**src/rtl/led_fader.sv**
```systemverilog
`default_nettype none
// ============================================================================
// Module   : led_fader
// Purpose  : Turns the hard on/off level from the blinky ticker into a
//            linear PWM brightness ramp for the board LED. Each change of the
//            target level starts a fade-in or fade-out; a change during a
//            fade reverses it from the current brightness.
// Ports    : sys_clk   - system clock, rising edge
//            sys_reset - asynchronous active-low reset (0 = reset)
//            blink_in  - target level, asynchronous, synchronised here
//            led       - registered PWM drive to the LED pin
//            duty      - current brightness (PWM_BITS wide)
//            busy      - high while a fade is in progress
// Revision : 1.0 - initial release
// ============================================================================
module led_fader #(
  parameter int PWM_BITS       = 8,
  parameter int STEP_DIV       = 64,
  parameter bit LED_ACTIVE_LOW = 1'b0
) (
  input  logic                sys_clk,
  input  logic                sys_reset,
  input  logic                blink_in,
  output logic                led,
  output logic [PWM_BITS-1:0] duty,
  output logic                busy
);

  localparam int TW = (STEP_DIV > 1) ? $clog2(STEP_DIV) : 1;
  localparam logic [TW-1:0]       STEP_LAST = TW'(STEP_DIV - 1);
  localparam logic [PWM_BITS-1:0] DUTY_MAX  = '1;

  typedef enum logic [1:0] {
    ST_OFF  = 2'd0,
    ST_RISE = 2'd1,
    ST_ON   = 2'd2,
    ST_FALL = 2'd3
  } state_e;

  logic                sync1_q;
  logic                tgt_q;
  state_e              state_q, state_d;
  logic [PWM_BITS-1:0] duty_q, duty_d;
  logic [TW-1:0]       timer_q, timer_d;
  logic                busy_q, busy_d;
  logic [PWM_BITS-1:0] pwm_cnt_q;
  logic                led_q;
  logic                lit;

  // Next-state, duty step and step-timer logic.
  always_comb begin
    state_d = state_q;
    duty_d  = duty_q;
    timer_d = timer_q;

    if (state_q == ST_RISE || state_q == ST_FALL) begin
      if (timer_q == STEP_LAST) begin
        timer_d = '0;
        // Saturating step in the current fade direction.
        if (state_q == ST_RISE && duty_q != DUTY_MAX) duty_d = duty_q + 1'b1;
        if (state_q == ST_FALL && duty_q != '0)       duty_d = duty_q - 1'b1;
      end else begin
        timer_d = timer_q + 1'b1;
      end
    end

    // End-of-fade tests use duty_d so ON/OFF is entered on the same edge the
    // end value lands; a reversal wins over completing the current fade.
    case (state_q)
      ST_OFF:  if (tgt_q) state_d = ST_RISE;
      ST_RISE: begin
        if (!tgt_q)                 state_d = ST_FALL;
        else if (duty_d == DUTY_MAX) state_d = ST_ON;
      end
      ST_ON:   if (!tgt_q) state_d = ST_FALL;
      ST_FALL: begin
        if (tgt_q)              state_d = ST_RISE;
        else if (duty_d == '0)  state_d = ST_OFF;
      end
      default: state_d = ST_OFF;
    endcase

    // Every state change restarts the step interval.
    if (state_d != state_q) timer_d = '0;

    busy_d = (state_d == ST_RISE) || (state_d == ST_FALL);
  end

  // Full brightness is forced solid so ON has no dark slot at pwm_cnt=max.
  assign lit = (duty_q == DUTY_MAX) || (pwm_cnt_q < duty_q);

  always_ff @(posedge sys_clk or negedge sys_reset) begin
    if (!sys_reset) begin
      sync1_q   <= 1'b0;
      tgt_q     <= 1'b0;
      state_q   <= ST_OFF;
      duty_q    <= '0;
      timer_q   <= '0;
      busy_q    <= 1'b0;
      pwm_cnt_q <= '0;
      led_q     <= LED_ACTIVE_LOW;
    end else begin
      sync1_q   <= blink_in;
      tgt_q     <= sync1_q;
      state_q   <= state_d;
      duty_q    <= duty_d;
      timer_q   <= timer_d;
      busy_q    <= busy_d;
      pwm_cnt_q <= pwm_cnt_q + 1'b1;
      led_q     <= lit ^ LED_ACTIVE_LOW;
    end
  end

  assign led  = led_q;
  assign duty = duty_q;
  assign busy = busy_q;

endmodule
`default_nettype wire

```
**config.mk**
```make
export PLATFORM = sky130hd
export DESIGN_NAME = led_fader
export DESIGN_NICKNAME = d
export VERILOG_FILES = /design/src/rtl/led_fader.sv
export SDC_FILE = /design/constraint.sdc
export NUM_CORES = 1
export LEC_CHECK = 0
export BUFFER_PORTS_ARGS = -buffer_cell sky130_fd_sc_hd__buf_2
export CAP_MARGIN = 20
export CELL_PAD_IN_SITES_DETAIL_PLACEMENT = 0
export CELL_PAD_IN_SITES_GLOBAL_PLACEMENT = 2
export CORE_MARGIN = 2
export CORE_UTILIZATION = 41
export CTS_CLUSTER_SIZE = 40
export DETAILED_ROUTE_END_ITERATION = 8
export PLACE_DENSITY = 0.91
export SETUP_SLACK_MARGIN = 0.15
export SLEW_MARGIN = 20
export SYNTH_ARGS = -nofsm -noshare
export SYNTH_HDL_FRONTEND = slang
export SYNTH_SLANG_ARGS = --single-unit
```
**constraint.sdc**
```tcl
create_clock -name sys_clk -period 7.25 [get_ports sys_clk]
set_input_delay 0.725 -clock sys_clk [delete_from_list [all_inputs] [get_ports sys_clk]]
set_output_delay 0.725 -clock sys_clk [all_outputs]
set_load 0.02 [all_outputs]
```
# Yosys cells after proc, flatten, opt, wreduce, memory -nomap -nowiden
# Index checks and enable logic that the tools add are counted.
# Widths: inputs -> output; s select.
[totals]
register_bits = 28
output_inout_bits = 10
elab_cells = 46
[classes]
order_cmp = 1
mux = 14
eq_ne = 10
n_reduce_logical = 9
add_sub_neg = 4
[ops]
columns = ["operator", "n"]
rows = [
  ["$mux 8", 4],
  ["$mux 6", 3],
  ["$add 8x1->8 const B", 2],
  ["$eq 8x8->1 const B", 2],
  ["$mux 2", 6],
  ["$logic_not 8->1", 1],
  ["$lt 8x8->1", 1],
  ["$ne 8x8->1 const B", 1],
  ["$pmux 2 s4", 1],
  ["$reduce_bool 8->1", 1],
  ["$sub 8x1->8 const B", 1],
  ["$add 6x1->6 const B", 1],
  ["$eq 2x2->1 const B", 3],
  ["$eq 6x6->1 const B", 1],
  ["$eq 2x1->1 const B", 2],
  ["$logic_or 1x1->1", 3],
  ["$logic_and 1x1->1", 2],
  ["$logic_not 2->1", 1],
  ["$ne 2x2->1", 1],
  ["$reduce_bool 2->1", 1],
]

# Logic depth before layout (Yosys ltp)
# Gate-level depths: netlist of run 1.
[depth]
ltp_word = 12
mapped_depth = 12

# Worst setup path before layout of run 1
# OpenSTA, ideal clock, no wires.
[synth_path]
path_kind = "reg2reg"
from = "reg duty_q[0], in the netlist duty[0]"
to = "reg timer_q[1]"
n_path_buf = 1
path_slack_ns = 4.482
setup_time_ns = 0.121
t_arrival_ns = 2.646
stages_incl_launch_ff = 12
cell_sequence = "dfrtp_1 clkbuf_2 inv_1 ha_1 nor3b_2 nand3_1 a221o_1 o21a_1 o31ai_1 nand4_2 o2bb2ai_1 a32o_2"
[synth_between]
elab_chain_cells = 12
word_cells_on_any_way = 20
cone_classes = "2 x add/sub; 3 x eq/ne; 10 x mux; 5 x reduce/logical"
[synth_lines]
columns = ["element", "line", "text"]
rows = [
  ["from (decl)", "43", "logic [PWM_BITS-1:0] duty_q, duty_d;"],
  ["from (signal assigned)", "106", "duty_q <= duty_d;"],
  ["branches (longest 5 deep; another with $add 8x1->8)", "-", ""],
  ["$mux 8 (*)", "56", "if (state_q == ST_RISE || state_q == ST_FALL) begin"],
  ["$eq 8x8->1 / $logic_not 8->1 (equally long branches)", "73, 78", ""],
  ["$mux 2 (on tied branches)", "73, 78", ""],
  ["$mux 2 (on tied branches)", "72, 77", ""],
  ["$pmux 2 s4 (*)", "69", "case (state_q)"],
  ["$ne 2x2->1 (*)", "84", "if (state_d != state_q) timer_d = '0;"],
  ["$mux 6 / $reduce_bool 2->1 (equally long branches)", "-", ""],
  ["to (signal assigned)", "107", "timer_q <= timer_d;"],
  ["to (decl)", "44", "logic [TW-1:0] timer_q, timer_d;"],
]
# Every way passes the cells marked *.
# A chain may end at the register's enable or synchronous reset.

# Worst setup path in the final report of run 1
[layout_path]
from = "reg duty_q[0], in the netlist duty[0]"
to = "reg timer_q[4]"
# The elaborated chain is that of the path after synthesis.

==> results of run 1 <==
-- synth_stat cells, drive strengths merged, types with 3 or more instances --
cell,n,area share (%)
a21o,6,2.3
a21oi,8,2.4
and2,4,1.3
and3,5,1.6
buf,7,2.4
clkbuf,3,0.64
dfrtp,28,36
ha,11,7.0
inv,13,2.5
nand2,19,3.7
nand2b,3,0.96
nand3,16,4.1
nand4,7,2.6
nor2,9,1.7
nor2b,3,1.3
nor3b,3,1.4
nor4,3,2.5
o211ai,3,1.2
o21ai,8,2.2
o31ai,4,1.8
xnor2,9,4.4
xor2,6,2.7
-- kinds of logic after synthesis --
family          after synthesis  synth area share (%)
simple gates                 80                  24.8
compound gates               46                  17.9
flops                        28                  35.9
buf+inv                      23                  5.57
xor+xnor                     15                  7.11
fa+ha+maj                    11                  7.05
mux                           3                  1.67
-- registers in the layout, indices dropped and copies added (netlist names) --
register,cells
tgt_q,1
led,1
timer_q,6
pwm_cnt_q,8
state_q,2
busy,1
duty,8
sync1_q,1
-- area by class of cell --
cell class,count,area (µm²)
timing repair buffer,12,60.1
tap,54,67.6
multi-input combinational,155,1140
fill,450,2570
inverter,13,48.8
sequential,28,701
clock inverter,1,30.0
clock buffer,3,41.3
-- path summary, 6_finish.rpt --
kind | to | slack (ns) | depth (start not counted) | from
min | tgt_q | 0.36 | 0 | sync1_q
max reg2reg | timer_q[4] | 4.26 | 11 | duty[0]
max in group asynchronous | duty[3] | 6.39 | 1 | sys_reset
min reg2reg | tgt_q | 0.36 | 0 | sync1_q
max | timer_q[4] | 4.26 | 11 | duty[0]
min in group asynchronous | duty[2] | 0.45 | 1 | sys_reset
-- metrics by stage --
stage | area [µm²] | util (%)
after CTS | 2090 | 44.9
after global routing | 2090 | 44.9
after global placement | 2020 | 43.4
after detailed placement | 2020 | 43.4
after floorplan | 1950 | -
final | 2090 | 44.9
-- layer usage --
| layer | part of all wire [%] | up-vias | GRT usage (%) |
|---|---|---|---|
| met2 | 43 | 44 | 24.4 |
| met4 | 1.5 | 0 | 4.94 |
| li1 | - | 755 | - |
| met3 | 3.8 | 6 | 2.21 |
| met1 | 51 | 683 | 26.6 |
| met5 | 0 | - | 0 |
-- report_power, final --
group          total [µW]  switching (µW)  internal [µW]
combinational         102            60.3           41.9
clock                 123            49.4           73.9
sequential            208            36.6            172
==> results.json, run 1 <==
{
  "start_util_pct": 41.9,
  "place_ws_ns": 4.34,
  "num_antenna_cells": 0,
  "ios": 13,
  "max-clock-path-buffers": 2,
  "tightest_slew_ns": 0.625,
  "fmax_ghz": 0.334,
  "h-tree-depth": 1,
  "synthFlopType": "dfrtp_1",
  "final_common_cell": "dfrtp_1",
  "crit_path_max_fanout": 10,
  "finalClockSkew_ns": 0.00243,
  "ys_ff_latch": 28,
  "cp_data_required_time_ns": 7.41,
  "row_count": 25,
  "worstSkewPairLatency_ns": 0.27,
  "placed_cells": 262,
  "syn_avg_cell_area_um2": 9.48,
  "synth_edf_count": 0,
  "post_cts_buffers": 0,
  "ctsResizeCount": 0,
  "hold_viol": 0,
  "drive_gt1_share_pct": 15.6,
  "yosysWarnings": 0,
  "slew_headroom_pct": 58.3,
  "post-route-period-util_pct": 41.3,
  "setup_tns_ns": 0,
  "grt-ovfl-total": 0,
  "die_w_um": 73.0,
  "powerDensity_nw_per_um2": 207,
  "grt_setup_unrepaired": "no",
  "fin_nets": 227,
  "area.growth.synth_to_final_pct": 7.11,
  "synthArstFlopShare_pct": 100,
  "min_period_ns": 2.99,
  "dr_total_vias": 1488,
  "synthDistinctLibCells": 59,
  "slew_violations": 0,
  "cts_sinks": 28,
  "run_status": "finished, final reports clean",
  "cts_hold_buf": 0,
  "leakage_uw": 0.000931,
  "drc": 0,
  "wirelength_um": 4130,
  "cp-end-kind": "flop",
  "ant_nets": 0,
  "dr.pass1.iters": 4,
  "mostFrequentLayoutCells": "28 x dfrtp_1, 19 x nand2_1, 16 x nand3_1, 13 x inv_1, 12 x buf_2",
  "drv_cap": 0,
  "track_usage_pct": 17.1,
  "cts_tree": "done",
  "dieArea_um2": 5330,
  "drt-initial-drc-count": 185,
  "post_drt_wl_per_cell_um": 15.5,
  "syn_inst": 206,
  "crit_type": "reg2reg",
  "instances_no_fill": 266,
  "finalSetupViolations": 0,
  "grt_pass1_wl_um": 7180,
  "ir_drop_mv": 0.0941,
  "crit_family": "simple AND/OR/NAND/NOR gates",
  "syn_nets": 220,
  "ys_seq_area_share_pct": 35.9,
  "hold_class": "reg2reg",
  "gp_congestion": 0.866,
  "grt_pass1_vias": 1392,
  "cts_root_buf": "clkbuf_8",
  "total_power_uw": 434,
  "antenna_found_initial": 0,
  "setup_ws_ns": 4.26,
  "cts_made_buffers": 3,
  "grt_max_degree": 29,
  "hpwl_um": 3070,
  "max_stage_delay_ns": 0.50,
  "worstPathArrival_ns": 3.16,
  "crit_chain": "inv_1 -> ha_1 -> nor3b_2 -> nand3_1 -> a221o_1 -> o21a_1 -> o31ai_1 -> nand4_2 -> nor2b_4 -> o31ai_2 -> nor2_1",
  "clk_pin_slew_ns": 0.10,
  "io_buffers": 12,
  "core_um2": 4660,
  "routed_via_density": 5.59,
  "crit_slowest_cell": "dfrtp_1",
  "fp.dieH_um": 73.0,
  "synthesis.area_um2": 1950,
  "hold_slack_ns": 0.356,
  "critPathLaunchType": "flop",
  "path_buf_inv": 1
}
Power figures use the tool's default switching activity.
==> run 2, diff against run 1 <==
--- a/config.mk
+++ b/config.mk
@@ -10,10 +10,10 @@
 export CELL_PAD_IN_SITES_DETAIL_PLACEMENT = 0
 export CELL_PAD_IN_SITES_GLOBAL_PLACEMENT = 2
 export CORE_MARGIN = 2
-export CORE_UTILIZATION = 41
+export CORE_UTILIZATION = 38
 export CTS_CLUSTER_SIZE = 40
 export DETAILED_ROUTE_END_ITERATION = 8
-export PLACE_DENSITY = 0.91
+export PLACE_DENSITY = 0.85
 export SETUP_SLACK_MARGIN = 0.15
 export SLEW_MARGIN = 20
 export SYNTH_ARGS = -nofsm -noshare
==> constraint.sdc (replaced) <==
create_clock -name sys_clk -period 2.8 [get_ports sys_clk]
set_input_delay 0.28 -clock sys_clk [delete_from_list [all_inputs] [get_ports sys_clk]]
set_output_delay 0.28 -clock sys_clk [all_outputs]
set_load 0.02 [all_outputs]
==> results.json, run 2 (synthesis gave the netlist of run 1 again) <==
{
  "hold_slack_ns": 0.0172,
  "slew_violations": 0,
  "dr_total_vias": 1633,
  "fp.dieH_um": 75.7,
  "post-route-period-util_pct": 93.3,
  "fillers": 475,
  "cp-end-kind": "flop",
  "antenna_found_initial": 0,
  "multiInputGateArea_um2": 1320,
  "worstSkewPairLatency_ns": 0.27,
  "ant_nets": 0,
  "crit_path_max_fanout": 6,
  "instances_no_fill": 311,
  "cts_tree": "done",
  "crit_type": "reg2reg",
  "area.growth.synth_to_final_pct": 27.9,
  "ios": 13,
  "tightest_slew_ns": 0.639,
  "setup_tns_ns": 0,
  "leakage_uw": 0.00110,
  "dieArea_um2": 5730,
  "core_um2": 5040,
  "grt_pass1_vias": 1452,
  "ir_drop_mv": 0.202,
  "worstPathArrival_ns": 2.78,
  "routed_via_density": 5.25,
  "fmax_ghz": 0.383,
  "gp_congestion": 0.888,
  "hpwl_um": 3210,
  "hold_class": "in2async",
  "min_period_ns": 2.61,
  "h-tree-depth": 1,
  "grt_setup_unrepaired": "yes",
  "grt-ovfl-total": 0,
  "cts_root_buf": "clkbuf_8",
  "max-clock-path-buffers": 2,
  "placed_cells": 286,
  "grt_pass1_wl_um": 7080,
  "drive_gt1_share_pct": 36.9,
  "final_common_cell": "buf_4",
  "wirelength_um": 4750,
  "die_w_um": 75.7,
  "run_status": "finished, final reports clean",
  "io_buffers": 12,
  "regArea_um2": 707,
  "drv_cap": 0,
  "track_usage_pct": 16.3,
  "dr.pass1.iters": 4,
  "cp_data_required_time_ns": 2.97,
  "start_util_pct": 38.7,
  "finalClockSkew_ns": 0.00155,
  "cts_made_buffers": 3,
  "powerDensity_nw_per_um2": 457,
  "slew_headroom_pct": 57.4,
  "drt-initial-drc-count": 150,
  "finalSetupViolations": 0,
  "grt_max_degree": 29,
  "cts_sinks": 28,
  "num_antenna_cells": 0,
  "fin_nets": 256,
  "critPathLaunchType": "flop",
  "row_count": 26,
  "mostFrequentLayoutCells": "26 x buf_4, 23 x dfrtp_1, 18 x nand2_1, 12 x buf_2",
  "reg2regPathDepth": 9,
  "drc": 0,
  "hold_viol": 0,
  "post_drt_wl_per_cell_um": 15.3,
  "clk_pin_slew_ns": 0.10
}
==> run 2: repair_timing <==
action                                 in CTS  in global routing
cloned                                      0                  0
hold buffers                                0                  0
endpoints found under the hold margin       0                  0
setup endpoints to repair                   6                  9
pin swaps                                   4                 19
setup buffers                               4                 17
gates resized for setup                     8                 31
==> run 2: cell type report <==
| type | count | area share (%) |
|---|---|---|
| flip-flops and latches | 28 | 28.3 |
| well taps | 70 | 3.51 |
| multi-input cells | 155 | 52.7 |
| inverters | 13 | 1.95 |
| repair buffers | 41 | 11.3 |
| clock buffers | 4 | 2.20 |
==> run 2: path summary, 6_finish.rpt <==
path,slack (ns),start,to
setup / recovery,0.19,duty[2],timer_q[2]
hold / removal,0.02,sys_reset,duty[6]
setup reg to reg,0.19,duty[2],timer_q[2]
hold reg to reg,0.36,sync1_q,tgt_q
max in group asynchronous,2.33,sys_reset,duty[0]
min in group sys_clk,0.10,blink_in,sync1_q
==> run 2: routing by layer <==
metal / vias to the layer above / share of wire [%] / track usage, %
met5: - / 0 / 0
met4: 0 / 0.46 / 4.48
met3: 2 / 3.6 / 2.51
met2: 35 / 47 / 23.9
met1: 781 / 49 / 24.9
li1: 815 / - / -
==> run 2: per-stage QoR <==
| step | power, µW | cell area [µm²] | setup slack, ns | util (%) |
|---|---|---|---|---|
| finish | 1140 | 2500 | 0.187 | 49.5 |
| global route | 1210 | 2500 | 0.0600 | 49.5 |
| CTS | 1100 | 2250 | 0.166 | 44.6 |
| detailed placement | 829 | 2120 | -0.0241 | 42.1 |
| global placement | 834 | 2120 | -0.0662 | 42.1 |
| floorplan | 743 | 1970 | 0.181 | - |
==> run 2: worst max-delay path, stage by stage (launching register included) <==
cell      delay [ns]
dfrtp_2         0.46
or3_4           0.41
a211oi_4        0.36
o21ai_1         0.09
or3_4           0.41
a21oi_4         0.18
nand4_4         0.15
nor2b_4         0.18
o31ai_4         0.21
nor2_1          0.07
==> run 2: report_power, final <==
group          switching, µW  internal [µW]  total, µW
clock                    128            126        254
sequential              70.2            445        515
combinational            213            158        372
total                    411            729       1140
